**config.mk**
```make
export PLATFORM = sky130hd
export DESIGN_NAME = atm_keypad_frontend_flat
export DESIGN_NICKNAME = d
export VERILOG_FILES = /design/src/rtl/atm_keypad_frontend_if.sv /design/src/rtl/atm_keypad_frontend.sv /design/src/flat_wrapper.sv
export SDC_FILE = /design/constraint.sdc
export NUM_CORES = 1
export LEC_CHECK = 0
export CORE_ASPECT_RATIO = 1.4
export CORE_UTILIZATION = 55
export DETAILED_ROUTE_END_ITERATION = 10
export GPL_ROUTABILITY_DRIVEN = 0
export PLACE_DENSITY = 0.75
export SLEW_MARGIN = 30
export SYNTH_ARGS = -nofsm -noshare
export SYNTH_HDL_FRONTEND = slang
export SYNTH_SLANG_ARGS = --single-unit
export TNS_END_PERCENT = 50
```
**constraint.sdc**
```tcl
create_clock -name clk -period 5.6 [get_ports clk]
set_input_delay 1.12 -clock clk [delete_from_list [all_inputs] [get_ports clk]]
set_output_delay 1.12 -clock clk [all_outputs]
set_load 0.05 [all_outputs]
```
**src/rtl/atm_keypad_frontend_if.sv**
```systemverilog
// Controller-facing bundle of the ATM keypad front end: mode select in, digit/amount strobes out.
interface atm_keypad_frontend_if;
    logic        modo_monto;
    logic [3:0]  digito;
    logic        digito_stb;
    logic        add_digit;
    logic [31:0] monto;
    logic        monto_stb;
    logic        monto_err;
    logic        beep;

    modport master (
        input  modo_monto,
        output digito, digito_stb, add_digit, monto, monto_stb, monto_err, beep
    );

    modport slave (
        output modo_monto,
        input  digito, digito_stb, add_digit, monto, monto_stb, monto_err, beep
    );
endinterface

```
**src/rtl/atm_keypad_frontend.sv**
```systemverilog
// ATM keypad front end: 4x4 matrix scan, debounce, PIN digit strobes and decimal amount entry.
// The key-accept beep is compiled in only when ATM_KEYPAD_BEEP_EN is defined.
module atm_keypad_frontend #(
    parameter int unsigned SCAN_DIV    = 1000,
    parameter int unsigned DEB_CYCLES  = 5000,
    parameter int unsigned MAX_DIGITS  = 9,
    parameter int unsigned BEEP_CYCLES = 2000
) (
    input  logic                  clk,
    input  logic                  rst,
    input  logic [3:0]            kp_row_i,
    output logic [3:0]            kp_col_o,
    atm_keypad_frontend_if.master ctrl
);
    localparam int unsigned CNT_MAX   = (SCAN_DIV - 1 > DEB_CYCLES) ? SCAN_DIV - 1 : DEB_CYCLES;
    localparam int unsigned CNT_W     = $clog2(CNT_MAX + 1);
    localparam logic [3:0]  KEY_CLEAR = 4'd12;
    localparam logic [3:0]  KEY_ENTER = 4'd14;

    if (SCAN_DIV < 1 || DEB_CYCLES < 1 || MAX_DIGITS < 1 || MAX_DIGITS > 15 || BEEP_CYCLES < 1)
    begin : g_param_check
        $error("atm_keypad_frontend: parameter out of range");
    end

    typedef enum logic [2:0] {
        ST_SCAN, ST_DEB_PRESS, ST_ACCEPT, ST_WAIT_REL, ST_DEB_REL
    } state_e;

    state_e           state_q;
    logic [1:0]       col_q;
    logic [1:0]       row_q;
    logic [CNT_W-1:0] cnt_q;
    logic             mode_q;
    logic [31:0]      acc_q;
    logic [3:0]       ndig_q;
    logic [3:0]       digito_q;
    logic             digito_stb_q;
    logic [31:0]      monto_q;
    logic             monto_stb_q;
    logic             monto_err_q;

    logic [1:0]  low_row;
    logic        row_pressed;
    logic [3:0]  key_code;
    logic        key_is_digit;
    logic [3:0]  key_digit;
    logic [35:0] acc_ext;
    logic        digit_ok;
    logic        mode_chg;

    assign kp_col_o    = ~(4'b0001 << col_q);
    assign row_pressed = ~kp_row_i[row_q];
    assign key_code    = {row_q, col_q};
    assign mode_chg    = ctrl.modo_monto != mode_q;

    // Wide product so the overflow test stays exact whatever MAX_DIGITS is.
    assign acc_ext  = 36'(acc_q) * 36'd10 + 36'(key_digit);
    assign digit_ok = (ndig_q < 4'(MAX_DIGITS)) && (acc_ext <= 36'h0_FFFF_FFFF);

    always_comb begin
        // NOTE: defaults first so no path through the block leaves a latch behind.
        low_row = 2'd0;
        for (int i = 3; i >= 0; i--) begin
            if (!kp_row_i[i]) low_row = 2'(i);
        end
    end

    always_comb begin
        key_is_digit = 1'b1;
        key_digit    = 4'd0;
        case (key_code)
            4'd0:    key_digit = 4'd1;
            4'd1:    key_digit = 4'd2;
            4'd2:    key_digit = 4'd3;
            4'd4:    key_digit = 4'd4;
            4'd5:    key_digit = 4'd5;
            4'd6:    key_digit = 4'd6;
            4'd8:    key_digit = 4'd7;
            4'd9:    key_digit = 4'd8;
            4'd10:   key_digit = 4'd9;
            4'd13:   key_digit = 4'd0;
            default: key_is_digit = 1'b0;
        endcase
    end

    always_ff @(posedge clk or negedge rst) begin
        if (!rst) begin
            state_q      <= ST_SCAN;
            col_q        <= 2'd0;
            row_q        <= 2'd0;
            cnt_q        <= '0;
            mode_q       <= 1'b0;
            acc_q        <= '0;
            ndig_q       <= '0;
            digito_q     <= '0;
            digito_stb_q <= 1'b0;
            monto_q      <= '0;
            monto_stb_q  <= 1'b0;
            monto_err_q  <= 1'b0;
        end else begin
            // NOTE: non-blocking everywhere; strobes default low so they can only last one cycle.
            digito_stb_q <= 1'b0;
            monto_stb_q  <= 1'b0;
            monto_err_q  <= 1'b0;
            mode_q       <= ctrl.modo_monto;

            case (state_q)
                ST_SCAN: begin
                    if (kp_row_i != 4'hF) begin
                        row_q   <= low_row;
                        cnt_q   <= '0;
                        state_q <= ST_DEB_PRESS;
                    end else if (cnt_q == CNT_W'(SCAN_DIV - 1)) begin
                        col_q <= col_q + 2'd1;
                        cnt_q <= '0;
                    end else begin
                        cnt_q <= cnt_q + 1'b1;
                    end
                end
                ST_DEB_PRESS: begin
                    if (!row_pressed) begin
                        cnt_q   <= '0;
                        state_q <= ST_SCAN;
                    end else if (cnt_q == CNT_W'(DEB_CYCLES)) begin
                        cnt_q   <= '0;
                        state_q <= ST_ACCEPT;
                    end else begin
                        cnt_q <= cnt_q + 1'b1;
                    end
                end
                ST_ACCEPT: begin
                    state_q <= ST_WAIT_REL;
                    if (!ctrl.modo_monto) begin
                        if (key_is_digit) begin
                            digito_q     <= key_digit;
                            digito_stb_q <= 1'b1;
                        end
                    end else if (key_is_digit) begin
                        if (digit_ok) begin
                            acc_q  <= acc_ext[31:0];
                            ndig_q <= ndig_q + 4'd1;
                        end else begin
                            monto_err_q <= 1'b1;
                        end
                    end else if (key_code == KEY_ENTER) begin
                        monto_q     <= acc_q;
                        monto_stb_q <= 1'b1;
                        acc_q       <= '0;
                        ndig_q      <= '0;
                    end else if (key_code == KEY_CLEAR) begin
                        acc_q  <= '0;
                        ndig_q <= '0;
                    end
                end
                ST_WAIT_REL: begin
                    if (!row_pressed) begin
                        cnt_q   <= '0;
                        state_q <= ST_DEB_REL;
                    end
                end
                ST_DEB_REL: begin
                    if (row_pressed) begin
                        cnt_q   <= '0;
                        state_q <= ST_WAIT_REL;
                    end else if (cnt_q == CNT_W'(DEB_CYCLES)) begin
                        cnt_q   <= '0;
                        state_q <= ST_SCAN;
                    end else begin
                        cnt_q <= cnt_q + 1'b1;
                    end
                end
                default: state_q <= ST_SCAN;
            endcase

            // A mode flip discards the partial amount and overrides any same-cycle digit update.
            if (mode_chg) begin
                acc_q  <= '0;
                ndig_q <= '0;
            end
        end
    end

    assign ctrl.digito     = digito_q;
    assign ctrl.digito_stb = digito_stb_q;
    assign ctrl.add_digit  = digito_stb_q;
    assign ctrl.monto      = monto_q;
    assign ctrl.monto_stb  = monto_stb_q;
    assign ctrl.monto_err  = monto_err_q;

`ifdef ATM_KEYPAD_BEEP_EN
    localparam int unsigned BEEP_W = $clog2(BEEP_CYCLES + 1);

    logic [BEEP_W-1:0] beep_cnt_q;
    logic              beep_q;

    // Beep rises with the strobe cycle and any new accept restarts the full length.
    always_ff @(posedge clk or negedge rst) begin
        if (!rst) begin
            beep_cnt_q <= '0;
            beep_q     <= 1'b0;
        end else if (state_q == ST_ACCEPT) begin
            beep_cnt_q <= BEEP_W'(BEEP_CYCLES - 1);
            beep_q     <= 1'b1;
        end else if (beep_cnt_q != '0) begin
            beep_cnt_q <= beep_cnt_q - 1'b1;
        end else begin
            beep_q <= 1'b0;
        end
    end

    assign ctrl.beep = beep_q;
`else
    assign ctrl.beep = 1'b0;
`endif
endmodule

```
**src/flat_wrapper.sv**
```systemverilog
// flat-port wrapper written by rule: the top's interface ports become plain ports
module atm_keypad_frontend_flat 
#(
    parameter int unsigned SCAN_DIV    = 1000,
    parameter int unsigned DEB_CYCLES  = 5000,
    parameter int unsigned MAX_DIGITS  = 9,
    parameter int unsigned BEEP_CYCLES = 2000
)
  (clk, rst, kp_row_i, kp_col_o, ctrl_modo_monto, ctrl_digito, ctrl_digito_stb, ctrl_add_digit, ctrl_monto, ctrl_monto_stb, ctrl_monto_err, ctrl_beep);
  atm_keypad_frontend_if ctrl_i ();
  input  logic clk;
  input  logic rst;
  input  logic [3:0] kp_row_i;
  output logic [3:0] kp_col_o;
  input wire logic [$bits(ctrl_i.modo_monto)-1:0] ctrl_modo_monto;
  output wire logic [$bits(ctrl_i.digito)-1:0] ctrl_digito;
  output wire logic [$bits(ctrl_i.digito_stb)-1:0] ctrl_digito_stb;
  output wire logic [$bits(ctrl_i.add_digit)-1:0] ctrl_add_digit;
  output wire logic [$bits(ctrl_i.monto)-1:0] ctrl_monto;
  output wire logic [$bits(ctrl_i.monto_stb)-1:0] ctrl_monto_stb;
  output wire logic [$bits(ctrl_i.monto_err)-1:0] ctrl_monto_err;
  output wire logic [$bits(ctrl_i.beep)-1:0] ctrl_beep;
  assign ctrl_i.modo_monto = ctrl_modo_monto;
  assign ctrl_digito = ctrl_i.digito;
  assign ctrl_digito_stb = ctrl_i.digito_stb;
  assign ctrl_add_digit = ctrl_i.add_digit;
  assign ctrl_monto = ctrl_i.monto;
  assign ctrl_monto_stb = ctrl_i.monto_stb;
  assign ctrl_monto_err = ctrl_i.monto_err;
  assign ctrl_beep = ctrl_i.beep;
  atm_keypad_frontend #(.SCAN_DIV(SCAN_DIV), .DEB_CYCLES(DEB_CYCLES), .MAX_DIGITS(MAX_DIGITS), .BEEP_CYCLES(BEEP_CYCLES)) u_core (.clk(clk), .rst(rst), .kp_row_i(kp_row_i), .kp_col_o(kp_col_o), .ctrl(ctrl_i));
endmodule
```
==> impl_metrics.yaml, run 1 <==
run_status:
  status: "finished clean"
sta:
  fin_crit_sh: 0.883
  finalHoldViolCount: 0
  max_freq_ghz: 0.202
  worst_pin_slew_ps: 884
  setup_viol: 0
  fin_crit_ps: 4950
  relSlewSlack: 0.410
  rsz0062_at_grt: "no"
  final_max_slew_viol_count: 0
  skew_ps: 8.38
  fin_ws_ps: 653
  tns_ps: 0
worst_setup_path:
  cpPeakStageDelay_ps: 470
  crit_path_frequent_cell: "ha_1"
  critical_path_required_ps: 5870
  crit_chain: "ha_1 -> ha_1 -> fa_1 -> a21o_1 -> a221oi_4 -> or4_1 -> o211ai_1 -> a311oi_1 -> and4_4 -> nand4_4 -> o31a_1 -> nor3_4 -> buf_4 -> mux2i_1"
  r2r_start: "u_core.acc_q[1]"
  crit_fanout: 17
  crit_start: "u_core.acc_q[1]"
  crit_family: "compound AO/OA/AOI/OAI gates"
  cp_slowest_cell: "a221oi_4"
  end_kind: "flop"
  path_buf_inv: 1
  start_kind: "flop"
  critical_path_arrival_ps: 5210
  critPathKind: "reg -> reg"
floorplan:
  fp.dieW_um: 101
  design.core.area_um2: 13500
  ios: 52
  core.rowCount: 50
  dieHeight_um: 141
  start_util: 0.564
  die_area_um2: 14300
clocking:
  clk_latency_ps: 350
  clock-sinks: 96
  cts_tree: "yes"
  clkTransAtPathRegs_ps: 70
  post_cts_resized: 0
  numCtsBuffers: 9
  clk_path_buf_depth: 2
  root_buffer: "clkbuf_16"
  cts-htree-levels: 3
  post_cts_buffers: 0
  holdBufCountCts: 0
logic_synthesis:
  synthAdderAreaFrac: 0.124
  syn_nets: 910
  yosysTopAreaCellShare: 0.316
  synthFlopType: "dfrtp_1"
  async_flop_share: 1.00
  synth_compound_area_frac: 0.162
  synthTopCellsByArea: "dfrtp_1, ha_1, nand2_1"
  synth-xor-area-share: 0.0437
  synth_top_family_by_area: "simple AND/OR/NAND/NOR gates"
  ys_types: 78
  ys_ff_latch: 96
  synth_cells: 829
  ys_seq_area_frac: 0.316
  netlist_area_um2: 7590
  synth.most_common_cell: "nand2_1"
  synth_simple_gate_area_frac: 0.212
  netlist.top_cell.by_area: "dfrtp_1"
  avgSynthCellArea_um2: 9.16
  ys_warn_count: 0
  synthTopCellsByCount: "nand2_1, dfrtp_1, ha_1"
  synth-edff-count: 0
  synthMuxAreaShare: 0.103
detailed_routing:
  dr.first_iter.drc_count: 334
  viasPerCell: 6.21
  dr_wl_met2_mm: 9.82
  wl_per_cell_um: 17.7
  ant_nets: 0
  dr.pass1.iters: 6
  vias: 6524
  top_layer: "met4"
  met3WireLength_um: 714
  routedLengthMet1_mm: 6.97
  totalWireLength_mm: 18.6
  drc_errors: 0
worst_hold_path:
  min_path_type: "reg -> reg"
  holdCritStartpoint: "u_core.cnt_q[9]"
power_and_ir_drop:
  peakVddDrop_mv: 0.234
  powerDensity_nw_per_um2: 205
  leakagePower_nw: 4.02
layout:
  syn_to_final_growth_pct: 11.7
  fin_nets: 944
  stdcell_area_um2: 8480
  fillers: 1114
  drive_above_1_share: 0.0979
  diodes: 0
  utilization: 0.630
  stdcell_count: 1050
global_route:
  grt.overflow.total: 0
  grt_pass1_vias: 6579
  grt_max_degree: 59
  grt_pass1_wl_mm: 30.9
  antenna_found_initial: 0
  grt_usage: 0.275
placed_design:
  placed_cell_area_um2: 8180
  dp_hpwl_mm: 14.3
  dp.cells: 1034
  place_ws_ps: 711
  numPortBuffers: 50
job:
  cap_violations: 0
-- metrics by stage --
stage	hold slack [ps]	power, mW
after detailed placement	470	1.12
after CTS	481	1.75
final	481	1.74
after global placement	462	1.10
after global routing	498	1.82
after floorplan	437	1.03
-- logic make-up after synthesis --
logic type | count (synthesis)
other | 1
muxes | 72
DFF | 96
xor gates and xnor gates | 37
AOI/OAI and AO/OA | 184
buffers and inverters | 57
and+or+nand+nor | 308
adders and majority gates | 74
-- placed cells by master, fill, tap and decap left out, types with 10 or more instances in the layout --
cell | synthesis | layout
o21ai_0 | 42 | 42
mux2i_1 | 34 | 34
nor3_1 | 19 | 19
and3_1 | 11 | 11
clkdlybuf4s50_1 | 0 | 49
a21oi_1 | 50 | 50
dfrtp_1 | 96 | 96
nand3_1 | 27 | 27
or3_1 | 11 | 11
ha_1 | 72 | 72
nand2_1 | 111 | 111
inv_1 | 22 | 22
mux2_2 | 36 | 36
xnor2_1 | 26 | 26
nand4_1 | 14 | 14
o21a_1 | 13 | 13
xor2_1 | 10 | 10
nand2b_1 | 10 | 10
nor2_1 | 39 | 38
and2_1 | 13 | 13
-- final timing paths --
| kind | endpoint | slack, ps | depth (start not counted) |
|---|---|---|---|
| worst max-delay path | u_core.acc_q[6] | 650 | 14 |
| worst min-delay path | u_core.cnt_q[9] | 480 | 1 |
| worst max register to register | u_core.acc_q[6] | 650 | 14 |
| worst min register to register | u_core.cnt_q[9] | 480 | 1 |
| max in group asynchronous | u_core.acc_q[2] | 3750 | 2 |
| min in group asynchronous | u_core.ctrl.monto[15] | 830 | 1 |
-- power breakdown --
group          leakage [nW]  switching (mW)  total (mW)  internal, mW
sequential             1.32          0.0473       0.769         0.721
combinational          2.56           0.209       0.337         0.128
clock                 0.140           0.286       0.637         0.350
-- layer usage --
| metal | GRT usage | vias up |
|---|---|---|
| met2 | 0.499 | 209 |
| met4 | 0.182 | 0 |
| met3 | 0.0387 | 87 |
| li1 | - | 3114 |
| met5 | 0 | - |
| met1 | 0.290 | 3114 |
-- final cells by class --
cell class              count  area, um2  share of cell area
inverters                  22       82.6             0.00974
repair buffers             58        558              0.0658
clock buffers               9        225              0.0266
well taps                 182        228              0.0269
multi-input cells         676       4900               0.579
flip-flops and latches     96       2400               0.283
clock inverters             7       77.6             0.00915
-- sequential cells by signal, summed over array words and instances, names as in the netlist --
signal	count
u_core.ndig_q	4
u_core.ctrl.add_digit	1
u_core.cnt_q	13
u_core.ctrl.digito	4
u_core.ctrl.monto_err	1
u_core.state_q	3
u_core.ctrl.monto_stb	1
u_core.ctrl.monto	32
u_core.mode_q	1
u_core.acc_q	32
u_core.col_q	2
u_core.row_q	2
No activity file was read; power rests on OpenSTA's default activity.
==> run 2: changes to the inputs <==
--- a/config.mk
+++ b/config.mk
@@ -14,4 +14,4 @@
 export SYNTH_ARGS = -nofsm -noshare
 export SYNTH_HDL_FRONTEND = slang
 export SYNTH_SLANG_ARGS = --single-unit
-export TNS_END_PERCENT = 50
+export TNS_END_PERCENT = 1
==> results of run 2 <==
Final layout, timing and power as in run 1 (identical DEF).
